`src/rtl/seg_scan_driver_pkg.sv`:
```
// rtl/seg_scan_driver_pkg.sv - shared segment constants for the seven-segment scan driver
// Segment patterns are {a,b,c,d,e,f,g}, active low.
package seg_scan_driver_pkg;

    localparam logic [6:0] HEX7_0 = 7'b0000001;
    localparam logic [6:0] HEX7_1 = 7'b1001111;
    localparam logic [6:0] HEX7_2 = 7'b0010010;
    localparam logic [6:0] HEX7_3 = 7'b0000110;
    localparam logic [6:0] HEX7_4 = 7'b1001100;
    localparam logic [6:0] HEX7_5 = 7'b0100100;
    localparam logic [6:0] HEX7_6 = 7'b0100000;
    localparam logic [6:0] HEX7_7 = 7'b0001111;
    localparam logic [6:0] HEX7_8 = 7'b0000000;
    localparam logic [6:0] HEX7_9 = 7'b0000100;
    localparam logic [6:0] HEX7_A = 7'b0001000;
    localparam logic [6:0] HEX7_B = 7'b1100000;
    localparam logic [6:0] HEX7_C = 7'b0110001;
    localparam logic [6:0] HEX7_D = 7'b1000010;
    localparam logic [6:0] HEX7_E = 7'b0110000;
    localparam logic [6:0] HEX7_F = 7'b0111000;

    localparam logic [6:0] SEG7_OFF = 7'h7F;
    localparam logic [7:0] SEG_OFF  = 8'hFF;

    localparam int SEG_A_BIT  = 7;
    localparam int SEG_B_BIT  = 6;
    localparam int SEG_C_BIT  = 5;
    localparam int SEG_D_BIT  = 4;
    localparam int SEG_E_BIT  = 3;
    localparam int SEG_F_BIT  = 2;
    localparam int SEG_G_BIT  = 1;
    localparam int SEG_DP_BIT = 0;

endpackage

```
`src/rtl/seg_scan_driver_hex_decode.sv`:
```
// rtl/seg_scan_driver_hex_decode.sv - combinational hex nibble to active-low a..g decoder
module seg_hex_decode
    import seg_scan_driver_pkg::*;
(
    input  logic [3:0] nib_i,
    output logic [6:0] seg_o
);

    always_comb begin
        seg_o = SEG7_OFF;
        case (nib_i)
            4'h0: seg_o = HEX7_0;
            4'h1: seg_o = HEX7_1;
            4'h2: seg_o = HEX7_2;
            4'h3: seg_o = HEX7_3;
            4'h4: seg_o = HEX7_4;
            4'h5: seg_o = HEX7_5;
            4'h6: seg_o = HEX7_6;
            4'h7: seg_o = HEX7_7;
            4'h8: seg_o = HEX7_8;
            4'h9: seg_o = HEX7_9;
            4'hA: seg_o = HEX7_A;
            4'hB: seg_o = HEX7_B;
            4'hC: seg_o = HEX7_C;
            4'hD: seg_o = HEX7_D;
            4'hE: seg_o = HEX7_E;
            4'hF: seg_o = HEX7_F;
            default: seg_o = SEG7_OFF;
        endcase
    end

endmodule

```
`src/rtl/seg_scan_driver.sv`:
```
// rtl/seg_scan_driver.sv - time-multiplexed seven-segment scan driver with tear-free updates
// Optional leading-zero suppression: SEG_LZ_SUPPRESS_EN.
module seg_scan_driver
    import seg_scan_driver_pkg::*;
#(
    parameter int NUM_DIGITS = 8,
    parameter int CLK_DIV    = 1000,
    parameter int BLANK_CYC  = 16
) (
    input  logic                    clk,
    input  logic                    rst,
    input  logic                    upd_valid,
    output logic                    upd_ready,
    input  logic [4*NUM_DIGITS-1:0] upd_value,
    input  logic [NUM_DIGITS-1:0]   upd_dp,
    input  logic [NUM_DIGITS-1:0]   upd_blank,
    output logic [7:0]              seg_n,
    output logic [NUM_DIGITS-1:0]   dig_n
);

    localparam int CW = $clog2(CLK_DIV);
    localparam int IW = ($clog2(NUM_DIGITS) > 1) ? $clog2(NUM_DIGITS) : 1;

    logic [CW-1:0]           cnt_q, cnt_d;
    logic [IW-1:0]           idx_q, idx_d;
    logic                    pending_q, pending_d;
    logic [4*NUM_DIGITS-1:0] pend_val_q, pend_val_d, act_val_q, act_val_d;
    logic [NUM_DIGITS-1:0]   pend_dp_q, pend_dp_d, act_dp_q, act_dp_d;
    logic [NUM_DIGITS-1:0]   pend_blank_q, pend_blank_d, act_blank_q, act_blank_d;
    logic                    tick, frame_end;
    logic [3:0]              cur_nib;
    logic [6:0]              hex_seg, lit_seg;

    assign tick      = (cnt_q == CW'(CLK_DIV - 1));
    assign frame_end = tick && (idx_q == IW'(NUM_DIGITS - 1));
    assign upd_ready = !pending_q;

`ifdef SEG_LZ_SUPPRESS_EN
    logic [NUM_DIGITS-1:0] lz_q, lz_d, lz_calc;
    logic                  lz_seen;

    // A digit is suppressed when it and every digit above it are zero; digit 0 always shows.
    always_comb begin
        lz_calc = '0;
        lz_seen = 1'b0;
        for (int i = NUM_DIGITS - 1; i >= 1; i--) begin
            if (pend_val_q[4*i +: 4] != 4'h0) lz_seen = 1'b1;
            lz_calc[i] = !lz_seen;
        end
    end
`endif

    always_comb begin
        cnt_d        = tick ? '0 : cnt_q + CW'(1);
        idx_d        = idx_q;
        pending_d    = pending_q;
        pend_val_d   = pend_val_q;
        pend_dp_d    = pend_dp_q;
        pend_blank_d = pend_blank_q;
        act_val_d    = act_val_q;
        act_dp_d     = act_dp_q;
        act_blank_d  = act_blank_q;
`ifdef SEG_LZ_SUPPRESS_EN
        lz_d         = lz_q;
`endif
        if (tick) idx_d = frame_end ? '0 : idx_q + IW'(1);
        // Transfer needs pending set and capture needs it clear, so the two never collide.
        if (frame_end && pending_q) begin
            act_val_d   = pend_val_q;
            act_dp_d    = pend_dp_q;
            act_blank_d = pend_blank_q;
            pending_d   = 1'b0;
`ifdef SEG_LZ_SUPPRESS_EN
            lz_d        = lz_calc;
`endif
        end else if (upd_valid && !pending_q) begin
            pend_val_d   = upd_value;
            pend_dp_d    = upd_dp;
            pend_blank_d = upd_blank;
            pending_d    = 1'b1;
        end
    end

    always_ff @(posedge clk or posedge rst) begin
        if (rst) begin
            cnt_q        <= '0;
            idx_q        <= '0;
            pending_q    <= 1'b0;
            pend_val_q   <= '0;
            pend_dp_q    <= '0;
            pend_blank_q <= '1;
            act_val_q    <= '0;
            act_dp_q     <= '0;
            act_blank_q  <= '1;
`ifdef SEG_LZ_SUPPRESS_EN
            lz_q         <= '0;
`endif
        end else begin
            cnt_q        <= cnt_d;
            idx_q        <= idx_d;
            pending_q    <= pending_d;
            pend_val_q   <= pend_val_d;
            pend_dp_q    <= pend_dp_d;
            pend_blank_q <= pend_blank_d;
            act_val_q    <= act_val_d;
            act_dp_q     <= act_dp_d;
            act_blank_q  <= act_blank_d;
`ifdef SEG_LZ_SUPPRESS_EN
            lz_q         <= lz_d;
`endif
        end
    end

    assign cur_nib = act_val_q[4*int'(idx_q) +: 4];

    seg_hex_decode u_hex (
        .nib_i (cur_nib),
        .seg_o (hex_seg)
    );

`ifdef SEG_LZ_SUPPRESS_EN
    assign lit_seg = lz_q[idx_q] ? SEG7_OFF : hex_seg;
`else
    assign lit_seg = hex_seg;
`endif

    always_comb begin
        seg_n = SEG_OFF;
        dig_n = '1;
        if (int'(cnt_q) >= BLANK_CYC) begin
            dig_n = ~(NUM_DIGITS'(1) << idx_q);
            if (!act_blank_q[idx_q]) seg_n = {lit_seg, ~act_dp_q[idx_q]};
        end
    end

endmodule
```
`config.mk`:
```
export PLATFORM = sky130hd
export DESIGN_NAME = seg_scan_driver
export DESIGN_NICKNAME = d
export VERILOG_FILES = /design/src/rtl/seg_scan_driver_pkg.sv /design/src/rtl/seg_scan_driver_hex_decode.sv /design/src/rtl/seg_scan_driver.sv
export SDC_FILE = /design/constraint.sdc
export NUM_CORES = 1
export LEC_CHECK = 0
export ABC_CLOCK_PERIOD_IN_PS = 8200
export CAP_MARGIN = 5
export CORE_MARGIN = 2
export CORE_UTILIZATION = 59
export CTS_CLUSTER_SIZE = 10
export DETAILED_ROUTE_END_ITERATION = 10
export GPL_TIMING_DRIVEN = 1
export PLACE_DENSITY = 0.85
export RECOVER_POWER = 50
export SKIP_CTS_REPAIR_TIMING = 1
export SYNTH_ARGS = -nofsm -noshare
export SYNTH_HDL_FRONTEND = slang
export SYNTH_SLANG_ARGS = --single-unit
```
`constraint.sdc`:
```
create_clock -name clk -period 8.2 [get_ports clk]
set_input_delay 1.23 -clock clk [delete_from_list [all_inputs] [get_ports clk]]
set_output_delay 1.23 -clock clk [all_outputs]
set_load 0.01 [all_outputs]
```
==> summary.md <==
The checks that failed: max-capacitance violations, max-slew violations. Leading register cell type out of synthesis: sky130_fd_sc_hd__dfrtp_1. For the number of hold-slack violations in the final timing report, the log shows 0.

After routing, the total negative slack on setup checks comes to 0 ns. For the pin with the worst max-slew slack, the measured transition is 2.57 ns. The longest clock path from root to sink contains 2 buffers. After synthesis, the largest family of logic cells by area is multiplexers. Static timing analysis puts the maximum clock frequency at 0.216 GHz. The full die area was 0.00938 sq mm; the shortest period the worst path allows was 4.64 ns. The share of the synthesized area in compound gates (AO/OA/AOI/OAI) is 0.0364, and the relative area change from synthesis to final layout is 17.4%. For the worst-skew pair, the clock arrives at the later sink with an insertion delay of 0.36 ns. Counting the fill cells in the layout gives 583. TritonCTS built the clock tree.

The tools report the global-route usage over all layers as 0.208. The post-detailed-route count of antenna-violating nets is 0. The mux share of post-synthesis cell area came out at 0.284. The count of buffers added on input and output ports is 67. The startpoint of the worst-slack reg-to-reg timing path was cnt_q[0].

By count the netlist is led by 94 x sky130_fd_sc_hd__dfrtp_1, 89 x sky130_fd_sc_hd__mux2_2, 23 x sky130_fd_sc_hd__nand2_1. Final cycle utilization of the critical path: 0.566. The number of placed instances, taps included was 521; the x dimension of the die was 96.9 um. The mean cell area of the mapped netlist is 14.0 sq um, and the leakage component of the power is 2.66 nW. After synthesis the cells add up to 0.00509 sq mm. The cell with the most instances after synthesis is sky130_fd_sc_hd__dfrtp_1. The min-delay analysis places its worst path in the category reg2reg.

The number of antenna diodes in the final layout is 0. The fraction of layout cells with a size suffix above 1 was 0.340; the post-synthesis xor/xnor area fraction was 0.0103. The run gives 0.00277 sq mm as the flip-flop and latch area. The power per unit of standard cell area was 161 mW/mm^2; the setup skew after layout was 0.0100 ns. Ranked by total cell area, the synthesized netlist is headed by sky130_fd_sc_hd__dfrtp_1 46%, sky130_fd_sc_hd__mux2_2 20%, sky130_fd_sc_hd__dfstp_2 8.3%. The kind of start point of the critical path is a register. The tools report the number of max-cap violations as 2. Maximum VDD drop: 124 uV. For this run, the post-layout net count is 492. The logs give 0 for the initial antenna violation count and 537 for the number of cells in the finished layout apart from fillers. After clock tree synthesis, the clock-pin slew on the worst setup and hold paths is 0.11 ns. In the final layout, the multi-input gates occupy 0.00215 sq mm.

The data required time of the critical path is 6.97 ns, and the net count after synthesis is 429. The tools report the beginning of the worst hold path as cnt_q[0]. In this run the count of I/O pins placed on the die edge is 68. Clock tree synthesis found a total of 110 sinks. For the sequential cell area fraction in the yosys report, the log shows 0.545. The HPWL after detailed placement is 6490 um. At the worst endpoint, the arrival time is 3.41 ns.

The number of instances in the synthesized netlist was 364. The tools report the core region area as 0.00830 sq mm. Setup repair after global routing left no endpoint under its margin. The number of different library cells in the post-synthesis netlist is 46.

The library cell contributing the largest single delay on the critical path is sky130_fd_sc_hd__mux4_2. Clock tree root driver cell: sky130_fd_sc_hd__clkbuf_8. The initial cell density of the core was 0.613. The worst setup path is captured at an output port. The flow ran to the end, but the final reports show violations.

Dividing the detail-routed via count by the number of cells gives 5.68. The tools report the number of pins with negative max-slew slack in the final report as 91. The stage delay of the slowest cell on the critical path is 0.54 ns. Across all layers, the routed design uses 3052 vias. Counting flops with a built-in enable in the synthesized netlist gives 0.

The largest area contributor in the netlist was sky130_fd_sc_hd__dfrtp_1. In this run the worst path has a maximum fanout of 18. The worst setup path is of the reg2out kind.

Setup violations remaining at the end of the flow were counted as 0. Simple logic cell fraction of the synthesized area: 0.0578. The depth of the worst hold-timing path is 1, and the CTS H-tree depth is 3. The fraction of the mapped netlist area in adder cells is 0.0344, and the number of buffers created by CTS is 9. Total power for the finished layout comes to 0.961 mW.

The global placer's final weighted congestion was 0.904. The floorplan has 33 rows. The startpoint of the worst setup timing path is idx_q[0]. The share of flip-flops with an asynchronous set or reset after synthesis is 1.00, and the wire length of the first global-routing pass is 15800 um. The worst register-to-register path has a depth of 6.

Traced cell by cell, the critical path runs through buf_4, mux4_2, mux2i_1, inv_1, ha_1, a211o_1, o31ai_2, o21ai_1, clkdlybuf4s50_1. The pin count of the biggest net entering global routing is 71. The number of iterations in the first detailed-routing pass was 4; the per-cell routed wire length was 16.9 um. The logs give 0 for the yosys synthesis warning count and 3282 for the via count of the first global-routing pass. The detailed router finished its first iteration with 108 violations. The tools report the final routed DRC violation total as 0. For the aggregate global routing overflow, the log shows 0. The synthesized design contains 110 register bits. Summed over all layers, the routed wires come to 9080 um.

The die extent in y is 96.9 um, and the headroom to the max-slew limit is -0.713. The top-area cell type share of the netlist area works out to 0.462.
-- critical path, delay by kind of cell (launching register included) --
kind,cells,cell delay (ns)
mux,2,1.02
buf+inv,3,0.95
compound gates,3,0.45
fa+ha+maj,1,0.29
flops,1,0.33
-- layout by cell type, fill, tap and decap left out, types with 3 or more instances in the layout --
cell                              netlist  layout
sky130_fd_sc_hd__and3_1                 4       3
sky130_fd_sc_hd__o21ai_0                7       7
sky130_fd_sc_hd__inv_1                 10       9
sky130_fd_sc_hd__nand3_1                8       8
sky130_fd_sc_hd__nor2b_1                4       4
sky130_fd_sc_hd__ha_1                  14      14
sky130_fd_sc_hd__nor2_1                15      15
sky130_fd_sc_hd__mux2_2                89      89
sky130_fd_sc_hd__inv_8                  0       3
sky130_fd_sc_hd__mux2i_1                6       6
sky130_fd_sc_hd__a21oi_1                3       3
sky130_fd_sc_hd__nand2_1               23      23
sky130_fd_sc_hd__clkdlybuf4s50_1        0      65
sky130_fd_sc_hd__dfstp_2               16      16
sky130_fd_sc_hd__o221ai_1               3       3
sky130_fd_sc_hd__dfrtp_1               94      94
sky130_fd_sc_hd__clkbuf_8               0       9
sky130_fd_sc_hd__xor2_1                 3       3
sky130_fd_sc_hd__o21ai_1                3       3
sky130_fd_sc_hd__xnor2_1                3       3
sky130_fd_sc_hd__mux4_2                10      10
sky130_fd_sc_hd__mux2_4                 9       9
-- routing by layer --
metal / GRT usage / wire [um] / vias to the layer above
li1: - / - / 1423
met1: 0.287 / 4100 / 1529
met2: 0.335 / 4460 / 90
met3: 0.0383 / 391 / 10
met4: 0.0715 / 124 / 0
met5: 0 / 0 / -
-- per-stage QoR --
step / hold WS [ns] / utilization / instance area (sq um) / setup slack [ns]
after floorplan: 0.455 / - / 5090 / 4.09
final: 0.493 / 0.720 / 5970 / 3.56
after detailed placement: 0.482 / 0.699 / 5800 / 3.97
after global routing: 0.524 / 0.720 / 5970 / 3.31
after CTS: 0.497 / 0.722 / 5990 / 3.55
after global placement: 0.474 / 0.699 / 5800 / 4.06
-- cell type report --
cell class	instances	share of cell area
Tap cell	105	0.0220
Inverter	11	0.00712
Multi-Input combinational cell	225	0.360
Sequential cell	110	0.464
Timing Repair Buffer	70	0.115
Clock inverter	6	0.0101
Clock buffer	10	0.0214
-- registers in the layout, summed over array words and instances, names as in the netlist --
name	cells
pend_blank_q	8
act_dp_q	8
act_blank_q	8
pending_q	1
cnt_q	10
pend_dp_q	8
act_val_q	32
pend_val_q	32
idx_q	3
-- final timing paths --
kind	to	slack [ns]
setup / recovery	seg_n[7]	3.56
hold / removal	cnt_q[0]	0.49
setup reg to reg	act_val_q[10]	4.88
hold reg to reg	cnt_q[0]	0.49
max in group asynchronous	act_val_q[8]	4.94
min in group asynchronous	pend_val_q[31]	1.74
-- power by group --
group	total [mW]	leakage, nW	switching, mW	internal [mW]
Clock	0.311	0.0972	0.191	0.120
Combinational	0.0609	1.17	0.0201	0.0408
Sequential	0.589	1.40	0.0157	0.573
Total	0.961	2.66	0.227	0.734
-- cell families after synthesis --
family / Yosys count
compound gates: 27
fa+ha+maj: 14
buf+inv: 29
xor+xnor: 6
flops: 110
mux: 115
simple gates: 63
Power figures use the tool's default switching activity.
